**src/rtl/imem_loader_pkg.sv**
```systemverilog
// Shared definitions for the instruction-memory loader: FSM encoding,
// parameter defaults, word geometry and the write-address helper.
package imem_loader_pkg;

    // Instruction word and byte geometry
    localparam int unsigned WORD_W         = 32;
    localparam int unsigned BYTE_W         = 8;
    localparam int unsigned BYTES_PER_WORD = WORD_W / BYTE_W;
    localparam int unsigned CNT_W          = 16;

    // Defaults for the loader parameters
    localparam logic [WORD_W-1:0] DEFAULT_BASE_ADDR = 32'h0000_0000;
    localparam int unsigned       DEFAULT_TIMEOUT   = 1024;

    // Loader FSM encoding
    typedef enum logic [2:0] {
        ST_IDLE  = 3'd0,
        ST_RECV  = 3'd1,
        ST_WRITE = 3'd2,
        ST_DONE  = 3'd3,
        ST_ERR   = 3'd4
    } state_e;

    // Byte address of instruction word idx; wraps modulo 2^32.
    function automatic logic [WORD_W-1:0] word_addr(
        input logic [WORD_W-1:0] base,
        input logic [CNT_W-1:0]  idx
    );
        return base + {{(WORD_W - CNT_W - 2){1'b0}}, idx, 2'b00};
    endfunction

endpackage

```
**src/rtl/word_assembler.sv**
```systemverilog
// Packs a stream of bytes into 32-bit words, most significant byte first.
// The first accepted byte of a word ends up in [31:24], the fourth in [7:0].
module word_assembler
    import imem_loader_pkg::*;
(
    input  logic              clk,
    input  logic              rst,
    input  logic              clear,
    input  logic              accept,
    input  logic [BYTE_W-1:0] byte_in,
    output logic [WORD_W-1:0] word_next,
    output logic              word_done
);

    logic [1:0]        byte_idx_q, byte_idx_d;
    logic [WORD_W-1:0] shift_q, shift_d;

    // Word as it will look once the byte on byte_in is shifted in; on the
    // fourth byte this is the complete big-endian instruction word.
    assign word_next = {shift_q[WORD_W-BYTE_W-1:0], byte_in};
    assign word_done = accept && (byte_idx_q == 2'(BYTES_PER_WORD - 1));

    // Byte index advances per accepted byte and wraps to 0 after the fourth
    always_comb begin
        byte_idx_d = byte_idx_q;
        shift_d    = shift_q;
        if (clear) begin
            byte_idx_d = '0;
        end else if (accept) begin
            byte_idx_d = byte_idx_q + 2'd1;
            shift_d    = word_next;
        end
    end

    // Byte index is control state and is reset
    always_ff @(posedge clk) begin
        if (rst) begin
            byte_idx_q <= '0;
        end else begin
            byte_idx_q <= byte_idx_d;
        end
    end

    // Shift register holds only data; stale bytes are shifted out within a word
    always_ff @(posedge clk) begin
        shift_q <= shift_d;
    end

endmodule

```
**src/rtl/imem_loader.sv**
```systemverilog
// Instruction-memory loader: receives a program as a byte stream, packs it
// into 32-bit words and writes them to consecutive word addresses while the
// processor core is held in reset. Releases the core once the load completes.
module imem_loader
    import imem_loader_pkg::*;
#(
    parameter logic [31:0] BASE_ADDR = DEFAULT_BASE_ADDR,
    parameter int unsigned TIMEOUT   = DEFAULT_TIMEOUT
) (
    input  logic              Clock,
    input  logic              Reset,
    input  logic              Start,
    input  logic [CNT_W-1:0]  Word_Count,
    input  logic [BYTE_W-1:0] Byte_In,
    input  logic              Byte_Valid,
    output logic              Byte_Ready,
    output logic              Imem_Wr_En,
    output logic [WORD_W-1:0] Imem_Wr_Addr,
    output logic [WORD_W-1:0] Imem_Wr_Data,
    output logic              Core_Reset,
    output logic              Busy,
    output logic              Done,
    output logic              Error
);

    localparam int unsigned     TO_W    = (TIMEOUT < 2) ? 1 : $clog2(TIMEOUT + 1);
    localparam logic [TO_W-1:0] TO_LAST = TO_W'(TIMEOUT - 1);

    state_e            state_q, state_d;
    logic [CNT_W-1:0]  count_q, count_d;
    logic [CNT_W-1:0]  word_idx_q, word_idx_d;
    logic [TO_W-1:0]   to_cnt_q, to_cnt_d;

    logic              byte_ready_q, byte_ready_d;
    logic              wr_en_q, wr_en_d;
    logic [WORD_W-1:0] wr_addr_q, wr_addr_d;
    logic [WORD_W-1:0] wr_data_q, wr_data_d;
    logic              core_reset_q, core_reset_d;
    logic              busy_q, busy_d;
    logic              done_q, done_d;
    logic              error_q, error_d;

    logic              byte_accept;
    logic              asm_clear;
    logic [WORD_W-1:0] asm_word;
    logic              asm_word_done;

    // Byte_Ready is a registered copy of "state is RECV", so this is exactly
    // a handshake in RECV.
    assign byte_accept = Byte_Valid && byte_ready_q;

    word_assembler u_word_assembler (
        .clk       (Clock),
        .rst       (Reset),
        .clear     (asm_clear),
        .accept    (byte_accept),
        .byte_in   (Byte_In),
        .word_next (asm_word),
        .word_done (asm_word_done)
    );

    // Next state, counters, write port and registered status outputs
    always_comb begin
        state_d    = state_q;
        count_d    = count_q;
        word_idx_d = word_idx_q;
        to_cnt_d   = to_cnt_q;
        wr_addr_d  = '0;
        wr_data_d  = '0;
        asm_clear  = 1'b0;

        case (state_q)
            ST_IDLE, ST_DONE, ST_ERR: begin
                if (Start) begin
                    count_d    = Word_Count;
                    word_idx_d = '0;
                    to_cnt_d   = '0;
                    asm_clear  = 1'b1;
                    state_d    = (Word_Count == '0) ? ST_DONE : ST_RECV;
                end
            end

            ST_RECV: begin
                if (byte_accept) begin
                    to_cnt_d = '0;
                    if (asm_word_done) begin
                        // Write port is loaded here so the strobe, address and
                        // data all appear together in the WRITE cycle.
                        state_d   = ST_WRITE;
                        wr_addr_d = word_addr(BASE_ADDR, word_idx_q);
                        wr_data_d = asm_word;
                    end
                end else if (to_cnt_q == TO_LAST) begin
                    // Source went quiet: abandon the load and any partial word
                    state_d   = ST_ERR;
                    to_cnt_d  = '0;
                    asm_clear = 1'b1;
                end else begin
                    to_cnt_d = to_cnt_q + 1'b1;
                end
            end

            ST_WRITE: begin
                word_idx_d = word_idx_q + 1'b1;
                state_d    = (word_idx_q + 1'b1 == count_q) ? ST_DONE : ST_RECV;
            end

            default: begin
                state_d = ST_IDLE;
            end
        endcase

        // Outputs are decoded from the next state so they register in step
        // with the state they describe.
        byte_ready_d = (state_d == ST_RECV);
        wr_en_d      = (state_d == ST_WRITE);
        busy_d       = (state_d == ST_RECV) || (state_d == ST_WRITE);
        done_d       = (state_d == ST_DONE);
        error_d      = (state_d == ST_ERR);
        core_reset_d = (state_d != ST_DONE);
    end

    // Loader FSM with registered outputs; Reset overrides every input
    always_ff @(posedge Clock) begin
        if (Reset) begin
            state_q      <= ST_IDLE;
            count_q      <= '0;
            word_idx_q   <= '0;
            to_cnt_q     <= '0;
            byte_ready_q <= 1'b0;
            wr_en_q      <= 1'b0;
            wr_addr_q    <= '0;
            wr_data_q    <= '0;
            core_reset_q <= 1'b1;
            busy_q       <= 1'b0;
            done_q       <= 1'b0;
            error_q      <= 1'b0;
        end else begin
            state_q      <= state_d;
            count_q      <= count_d;
            word_idx_q   <= word_idx_d;
            to_cnt_q     <= to_cnt_d;
            byte_ready_q <= byte_ready_d;
            wr_en_q      <= wr_en_d;
            wr_addr_q    <= wr_addr_d;
            wr_data_q    <= wr_data_d;
            core_reset_q <= core_reset_d;
            busy_q       <= busy_d;
            done_q       <= done_d;
            error_q      <= error_d;
        end
    end

    assign Byte_Ready   = byte_ready_q;
    assign Imem_Wr_En   = wr_en_q;
    assign Imem_Wr_Addr = wr_addr_q;
    assign Imem_Wr_Data = wr_data_q;
    assign Core_Reset   = core_reset_q;
    assign Busy         = busy_q;
    assign Done         = done_q;
    assign Error        = error_q;

endmodule

```
**config.mk**
```make
export PLATFORM = sky130hd
export DESIGN_NAME = imem_loader
export DESIGN_NICKNAME = d
export VERILOG_FILES = /design/src/rtl/imem_loader_pkg.sv /design/src/rtl/word_assembler.sv /design/src/rtl/imem_loader.sv
export SDC_FILE = /design/constraint.sdc
export NUM_CORES = 1
export LEC_CHECK = 0
export BUFFER_PORTS_ARGS = -buffer_cell sky130_fd_sc_hd__buf_2
export CAP_MARGIN = 20
export CORE_AREA = 2 2 153 140
export CTS_CLUSTER_SIZE = 8
export DETAILED_ROUTE_END_ITERATION = 7
export DIE_AREA = 0 0 155 142
export MAX_ROUTING_LAYER = met4
export SYNTH_ARGS = -nofsm -noshare
export SYNTH_HDL_FRONTEND = slang
export SYNTH_HIERARCHICAL = 1
export SYNTH_SLANG_ARGS = --single-unit
```
**constraint.sdc**
```tcl
create_clock -name Clock -period 7.36 [get_ports Clock]
set_input_delay 1.104 -clock Clock [delete_from_list [all_inputs] [get_ports Clock]]
set_output_delay 1.104 -clock Clock [all_outputs]
set_load 0.005 [all_outputs]
```
# After elaboration in Yosys (flattened, before gate mapping)
# Index checks and enable logic that the tools add are counted.
[totals] output_inout_bits=70 reg_bits=142
[classes] n_reduce_logical=15 mux=17 add_sub_neg=3 n_eq_ne=13 n_bitwise=4
[ops] cell="$mux W11" n=3
[ops] cell="$pmux W16 S2" n=1
[ops] cell="$pmux W11 S2" n=1
[ops] cell="$add A16 B1 Y16 const B" n=1
[ops] cell="$eq A16 B16 Y1" n=1
[ops] cell="$logic_not A16 Y1" n=1
[ops] cell="$mux W16" n=1
[ops] cell="$eq A3 B2 Y1 const B" n=4
[ops] cell="$mux W3" n=4
[ops] cell="$add A11 B1 Y11 const B" n=1
[ops] cell="$eq A11 B10 Y1 const B" n=1
[ops] cell="$pmux W3 S3" n=1
[ops] cell="$reduce_and A2 Y1" n=4
[ops] cell="$eq A3 B1 Y1 const B" n=2
[ops] cell="$eq A3 B3 Y1 const B" n=2
[ops] cell="$reduce_or A3 Y1" n=2
[ops] cell="$mux W2" n=2
[ops] cell="$not A1 Y1" n=4
[ops] cell="$reduce_bool A2 Y1" n=2
[ops] cell="$reduce_or A4 Y1" n=1
[ops] cell="$logic_not A3 Y1" n=1
[ops] cell="$mux W1" n=3
[ops] cell="$ne A3 B2 Y1 const B" n=1
[ops] cell="$add A2 B1 Y2 const B" n=1
[ops] cell="other kinds (6)" n=7

# Logic depth before layout (Yosys ltp)
# Gate-level depths: netlist (run 1).
[logic_depth] depth_word=7 mapped_depth=9 ltp_nobuf=9

# By module
# Netlist (run 1), hierarchy kept.
[by_module_without_submodules] mod="imem_loader" instances=1 cells_each=449 area_per_inst_um2=4170.2
[by_module_without_submodules] mod="word_assembler" instances=1 cells_each=41 area_per_inst_um2=885.8

# Least setup slack after synthesis (run 1)
# OpenSTA, ideal clock, no wires.
[synth_timing] kind="in2reg" startpoint="in Start" endpoint="reg u_word_assembler.shift_q[0], enable pin" setup_time_ns=0.407 t_arrival_ns=2.939 slack_ns=4.014 required_time_ns=6.953 stages=5 path_buffers=2 path_cell_list="o21ai_1 buf_2 buf_2 nand2_1 nor2b_1"
[synth_via] elab_chain_len=4
[synth_lines] item="start, declared" line_no="imem_loader.sv:12" source="input logic Start,"
[synth_lines] item="$mux W1" line_no="imem_loader.sv:74" source="if (Start) begin"
[synth_lines] item="$pmux W1 S2" line_no="imem_loader.sv:72" source="case (state_q)"
[synth_lines] item="via asm_clear" line_no="imem_loader.sv:44" source="logic asm_clear;"
[synth_lines] item="$not A1 Y1 (no source line)"
[synth_lines] item="$reduce_and A2 Y1 (no source line)"
[synth_lines] item="end signal, assigned" line_no="word_assembler.sv:46" source="shift_q <= shift_d;"
[synth_lines] item="end, declared" line_no="word_assembler.sv:16" source="logic [WORD_W-1:0] shift_q, shift_d;"
# The timed path passes the listed nets, and every way through them passes these cells.
# A chain may end at the register's enable or synchronous reset.

# Worst setup path after layout (run 1)
[layout_timing] startpoint="reg word_idx_q[0]" endpoint="reg busy_q, in the netlist Busy"
[layout_via] elab_chain_len=6 elab_cells_between_ends=7
[layout_lines] item="start, declared" line_no="imem_loader.sv:31" source="logic [CNT_W-1:0] word_idx_q, word_idx_d;"
[layout_lines] item="start signal, assigned" line_no="imem_loader.sv:141" source="word_idx_q <= word_idx_d;"
[layout_lines] item="$add A16 B1 Y16 (*)" line_no="imem_loader.sv:105" source="state_d = (word_idx_q + 1'b1 == count_q) ? ST_DONE : ST_RECV;"
[layout_lines] item="$eq A16 B16 Y1 (*)" line_no="imem_loader.sv:105"
[layout_lines] item="$mux W2 (*)" line_no="imem_loader.sv:105"
[layout_lines] item="$pmux W3 S3 (*)" line_no="imem_loader.sv:72"
[layout_lines] item="$eq A3 B1 Y1 / $eq A3 B2 Y1 (equally long branches)" line_no="imem_loader.sv:117" source="busy_d = (state_d == ST_RECV) || (state_d == ST_WRITE);"
[layout_lines] item="$logic_or A1 B1 Y1 (*)" line_no="imem_loader.sv:117"
[layout_lines] item="end signal, assigned" line_no="imem_loader.sv:148" source="busy_q <= busy_d;"
[layout_lines] item="end, declared" line_no="imem_loader.sv:39" source="logic busy_q, busy_d;"
# Mark *: on every way between the ends. The rest lies on a longest branch, timed or not.

==> results of run 1 <==
-- worst max-delay path by stage --
stage,endpoint,cells past startpoint
final,Busy$_SDFF_PP0_,7
after global routing,Busy$_SDFF_PP0_,6
after CTS,Busy$_SDFF_PP0_,7
after detailed placement,u_word_assembler/shift_q[4]$_DFFE_PP_,8
after global placement,u_word_assembler/shift_q[4]$_DFFE_PP_,8
after floorplan,u_word_assembler/shift_q[0]$_DFFE_PP_,5
-- routing by layer --
metal / vias to the layer above / global-route usage, % / share of wire (%) / wire (um)
met5: - / - / 0 / 0
met4: 0 / 4.873 / 1.5 / 165
met3: 15 / 3.258 / 4.0 / 443
met2: 75 / 17.29 / 50 / 5486
met1: 1650 / 12.64 / 44 / 4872
li1: 1772 / - / - / -
-- logic make-up after synthesis --
family,after synthesis,synth area share (%)
AO/OA/AOI/OAI,65,7.473
XOR/XNOR,28,4.850
adder cells (fa/ha/maj),3,0.7425
buffers and inverters,51,6.682
flip-flops,126,54.64
multiplexers,17,3.365
other,1,0.07417
AND/OR/NAND/NOR,199,22.17
-- layout make-up --
cell class              count  area (um2)  area share, %
clock buffers              24       534.3          8.623
clock inverters             8       98.84          1.595
inverters                   5       18.77         0.3029
flip-flops and latches    126        2763          44.59
repair buffers             85       435.4          7.027
multi-input cells         328        2021          32.61
well taps                 260       325.3          5.250
-- flip-flops by register name, indices dropped and copies added, names as in the netlist --
register                     count
Imem_Wr_Data                    32
Imem_Wr_En                       1
state_q                          3
Core_Reset                       1
u_word_assembler/shift_q        24
Byte_Ready                       1
Error                            1
count_q                         16
Imem_Wr_Addr                    16
Done                             1
word_idx_q                      16
u_word_assembler/byte_idx_q      2
Busy                             1
to_cnt_q                        11
-- layout by cell type (no fill, tap or decap), types with 4 or more instances in the layout --
| master | count |
|---|---|
| a21oi_1 | 26 |
| xor2_1 | 10 |
| or3_1 | 5 |
| conb_1 | 16 |
| mux2i_1 | 17 |
| buf_4 | 4 |
| nand3_1 | 10 |
| buf_2 | 81 |
| and2_1 | 50 |
| nand2_1 | 19 |
| nor2_1 | 57 |
| and3_1 | 4 |
| inv_1 | 5 |
| nand4_1 | 6 |
| dfxtp_1 | 102 |
| edfxtp_1 | 24 |
| clkbuf_16 | 19 |
| xnor2_1 | 18 |
| a31oi_1 | 5 |
| nor2b_1 | 9 |
| nor3_1 | 5 |
| nor4_1 | 5 |
| o21ai_0 | 22 |
| clkbuf_8 | 4 |
-- where the power goes --
group          switching [mW]  leakage (nW)  internal (mW)  total (mW)
Clock                   0.299         0.308          0.574       0.873
Combinational          0.0411          1.26         0.0284      0.0695
Sequential            0.00889          1.04          0.717       0.726
-- metrics by stage --
step | hold WS [ps] | power (mW) | instance area [um2] | instances | util, %
2_1_floorplan | 417.4 | 0.7961 | 5112 | 505 | -
3_3_place_gp | 421.6 | 0.8094 | 5563 | 804 | 27.19
3_5_place_dp | 426.5 | 0.8105 | 5563 | 804 | 27.19
4_1_cts | 440.2 | 1.689 | 6196 | 836 | 30.29
5_1_grt | 444.0 | 1.730 | 6196 | 836 | 30.29
6_report | 435.4 | 1.668 | 6196 | 836 | 30.29
==> impl_metrics.env, run 1 <==
export IMPL_status="finished clean"
export IMPL_fin_nets=594
export IMPL_setup_viol=0
export IMPL_synthArstFlopShare_pct=0
export IMPL_gp_congestion=0.8079
export IMPL_drive_above_1_share_pct=23.61
export IMPL_max_vdd_ir_drop_uv=132.3
export IMPL_worstSetupStartpoint="word_idx_q[0]$_SDFFE_PP0P_"
export IMPL_start_util_pct=24.72
export IMPL_slew_limit_headroom_pct=41.48
export IMPL_drv_slew=0
export IMPL_synth_most_common_cell="dfxtp_1"
export IMPL_drt_iter0_drc=201
export IMPL_cts_root_buffer="clkbuf_16"
export IMPL_grt_usage_pct=10.83
export IMPL_netlist_area_leader_share_pct=40.39
export IMPL_holdCritPathClass="flop to flop"
export IMPL_leakage_nw=2.612
export IMPL_dp_hpwl_mm=7.652
export IMPL_synth_area_leader_cell="dfxtp_1"
export IMPL_grt_pass1_vias=3353
export IMPL_die_h_um=142
export IMPL_ant_nets=0
export IMPL_synth_area_um2=5056
export IMPL_setup_slack_ps=4674
export IMPL_hold_path_end="u_word_assembler/shift_q[9]$_DFFE_PP_"
export IMPL_critical_path_required_ps=7620
export IMPL_skew_ps=14.19
export IMPL_htreeDepth=4
export IMPL_io_pins=98
export IMPL_fillers=2105
export IMPL_r2r_start="word_idx_q[0]$_SDFFE_PP0P_"
export IMPL_slowest_stage="nor3_1"
export IMPL_p_per_area_nw_per_um2=269.2
export IMPL_fmax_mhz=372.4
export IMPL_path_max_fanout=11
export IMPL_antenna_found_initial=0
export IMPL_period_share_pct=36.49
export IMPL_hold_violations=0
export IMPL_rows=50
export IMPL_cts_resized=0
export IMPL_clk_pin_slew_ps=60
export IMPL_yosysWarnings=6
export IMPL_synthTopCellsByArea="dfxtp_1 40%, edfxtp_1 14%, and2_1 6.2%"
export IMPL_synth_edf_count=24
export IMPL_drc=0
export IMPL_hp_start="u_word_assembler/shift_q[1]$_DFFE_PP_"
export IMPL_port_buffers=81
export IMPL_crit_path_end_kind="flop"
export IMPL_cp_top_family="simple AND/OR/NAND/NOR gates"
export IMPL_viasPerCell=4.201
export IMPL_cpPeakStageDelay_ps=560
export IMPL_synth_distinct_cells=53
export IMPL_syn_inst=490
export IMPL_cts_buffer_depth=2
export IMPL_diodes=0
export IMPL_insertion_delay_ps=420
export IMPL_wirelength_mm=10.97
export IMPL_criticalPathCategory="flop to flop"
export IMPL_regToRegEndpoint="Busy$_SDFF_PP0_"
export IMPL_grt_max_degree=49
export IMPL_r2r_setup_slack_ps=4670
export IMPL_min_path_cells=0
export IMPL_fin_crit_ps=2686
export IMPL_synth_yosys_seq_area_share_pct=54.64
export IMPL_ys_flop_type="dfxtp_1"
export IMPL_die_area_um2=22010
export IMPL_tightest_slew_ps=877.7
export IMPL_postSynthAreaPerCell_um2=10.32
export IMPL_grt_overflow_total=0
export IMPL_clkSinkCount=126
export IMPL_drt_pass1_iter_count=4
export IMPL_grt_setup_unrepaired="false"
export IMPL_ys_ff_latch=126
export IMPL_arrival_ps=2940
export IMPL_coreArea_um2=20460
export IMPL_cts_tree="done"
export IMPL_grt_pass1_wl_mm=17.82
export IMPL_worstPathCellList="nand4_1 -> nor3_1 -> xnor2_1 -> a2bb2oi_1 -> nand4b_2 -> o31ai_4 -> o22ai_1"
export IMPL_drv_cap=0
export IMPL_tns_ps=0
export IMPL_holdBufCountCts=0
export IMPL_synthTopCellsByCount="102 x dfxtp_1, 58 x nor2_1, 50 x and2_1, 26 x a21oi_1, 26 x buf_4"
export IMPL_wl_per_cell_um=13.12
export IMPL_cts_setup_buffers=0
export IMPL_cts_buffers=17
export IMPL_path_buf_inv=0
export IMPL_place_ws_ps=4511
export IMPL_fp_dieW_um=155
export IMPL_vias=3512
export IMPL_syn_to_final_growth_pct=22.54
export IMPL_reg2reg_depth=7
export IMPL_start_kind="flop"
(Power assumes the default switching activity.)
==> inputs of run 2 (changes only) <==
==> constraint.sdc (replaced) <==
create_clock -name Clock -period 2.15 [get_ports Clock]
set_input_delay 0.3225 -clock Clock [delete_from_list [all_inputs] [get_ports Clock]]
set_output_delay 0.3225 -clock Clock [all_outputs]
set_load 0.005 [all_outputs]
==> impl_metrics.env, run 2 (synthesis results as in run 1) <==
export IMPL_insertion_delay_ps=420
export IMPL_largest_reg_flops=32
export IMPL_cts_buffer_depth=2
export IMPL_ant_nets=0
export IMPL_p_per_area_nw_per_um2=851.0
export IMPL_antenna_found_initial=0
export IMPL_path_max_fanout=6
export IMPL_diodes=0
export IMPL_grtUsageMet2_pct=16.98
export IMPL_criticalPathCategory="flop to flop"
export IMPL_syn_to_final_growth_pct=28.24
export IMPL_vias=3604
export IMPL_fin_nets=625
export IMPL_final_cell_mix="97 x dfxtp_1, 81 x buf_2, 55 x nor2_1, 50 x and2_1, 32 x buf_4"
export IMPL_setup_viol=0
export IMPL_fmax_mhz=493.0
export IMPL_wirelength_mm=11.35
export IMPL_fin_crit_ps=2028
export IMPL_critical_path_required_ps=2440
export IMPL_grt_pass1_vias=3419
export IMPL_tns_ps=0
export IMPL_drt_iter0_drc=172
export IMPL_holdCritPathClass="input pin to flop"
export IMPL_gp_congestion=0.8553
export IMPL_crit_path_end_kind="flop"
export IMPL_clkSinkCount=126
export IMPL_drc=0
export IMPL_rows=50
export IMPL_drv_slew=0
export IMPL_p_seq_share_pct=45.1
export IMPL_p_sw_mw=1.218
export IMPL_start_kind="flop"
export IMPL_hold_violations=0
export IMPL_leakage_nw=2.816
export IMPL_wl_per_cell_um=13.09
export IMPL_drt_pass1_iter_count=4
export IMPL_coreArea_um2=20460
export IMPL_skew_ps=9.642
export IMPL_status="finished clean"
export IMPL_fp_dieW_um=155
export IMPL_port_buffers=81
export IMPL_grt_max_degree=49
export IMPL_cts_buffers=17
export IMPL_drive_above_1_share_pct=29.32
export IMPL_p_sw_share_pct=22.07
export IMPL_cts_root_buffer="clkbuf_16"
export IMPL_setup_slack_ps=121.6
export IMPL_drv_cap=0
export IMPL_dp_hpwl_mm=8.158
export IMPL_grt_usage_pct=11.10
export IMPL_p_comb_share_pct=4.8
export IMPL_arrival_ps=2310
export IMPL_holdBufCountCts=0
export IMPL_clk_pin_slew_ps=60
export IMPL_place_ws_ps=3.470
export IMPL_layout_cells_most_common="dfxtp_1"
export IMPL_io_pins=98
export IMPL_total_power_mw=5.517
export IMPL_die_h_um=142
export IMPL_use_met3_pct=3.167
export IMPL_grt_pass1_wl_mm=18.28
export IMPL_cts_tree="done"
export IMPL_viasPerCell=4.157
export IMPL_htreeDepth=4
export IMPL_top_usage_layer="met2"
export IMPL_p_int_mw=4.299
export IMPL_start_util_pct=24.72
export IMPL_grt_overflow_total=0
export IMPL_grt_setup_unrepaired="true"
export IMPL_max_vdd_ir_drop_uv=345.0
export IMPL_period_share_pct=94.34
export IMPL_met1_usage_pct=13.83
export IMPL_die_area_um2=22010
export IMPL_power_frac_clock_pct=50.1
run 2: cell types whose count changed in the layout (fill, tap and decap cells not counted), sizes merged:
cell | before | now
clkinv | 4 | 8
buf | 85 | 116
clkbuf | 24 | 21
clkinvlp | 2 | 1
run 2: final timing paths:
kind                                          startpoint                               endpoint  slack, ps  cells after the start
setup / recovery              word_idx_q[1]$_SDFFE_PP0P_                        Busy$_SDFF_PP0_        120                      8
hold / removal                                Byte_In[6]  u_word_assembler/shift_q[6]$_DFFE_PP_         90                      1
setup reg to reg              word_idx_q[1]$_SDFFE_PP0P_                        Busy$_SDFF_PP0_        120                      8
hold reg to reg   u_word_assembler/shift_q[17]$_DFFE_PP_            Imem_Wr_Data[25]$_SDFF_PP0_        440                      1
run 2: power by group through the flow:
stage / Combinational (mW) / Sequential, mW / Clock (mW)
floorplan: 0.204 / 2.52 / 0
global placement: 0.263 / 2.54 / 0
detailed placement: 0.265 / 2.54 / 0
CTS: 0.267 / 2.49 / 2.83
global route: 0.297 / 2.49 / 2.94
finish: 0.267 / 2.49 / 2.77
run 2: routing by layer:
metal  share of wire, %  wire [um]
met1                 46       5249
met4                2.0        231
met3                3.9        447
met2                 48       5425
met5                  0          0
run 2: area by class of cell:
cell class | instances | area, um2
clock buffers | 21 | 450.4
repair buffers | 116 | 705.7
fillers | 2064 | 13970
multi-input cells | 328 | 2096
flip-flops and latches | 126 | 2769
clock inverters | 11 | 118.9
well taps | 260 | 325.3
inverters | 5 | 18.77
run 2: worst max-delay path, cell delays in order (launching register included):
cell	delay [ps]
dfxtp_1	360
ha_1	200
nand3_2	130
or2_4	300
nor2_2	140
xnor2_1	130
nand4_1	160
o31ai_4	360
o22ai_1	100
run 2: per-stage QoR:
step | utilization, % | cell area [um2] | cells | hold WS (ps)
global placement | 28.46 | 5823 | 833 | 421.9
global route | 31.69 | 6484 | 867 | 75.92
floorplan | - | 5125 | 505 | 393.4
finish | 31.69 | 6484 | 867 | 93.78
CTS | 31.43 | 6429 | 865 | 76.29
detailed placement | 28.46 | 5823 | 833 | 425.2
run 2: timing repair:
item,CTS,global route
pin swaps,1,5
resized for setup,7,11
setup endpoints to repair,4,29
cloned,0,0
setup buffers,0,2
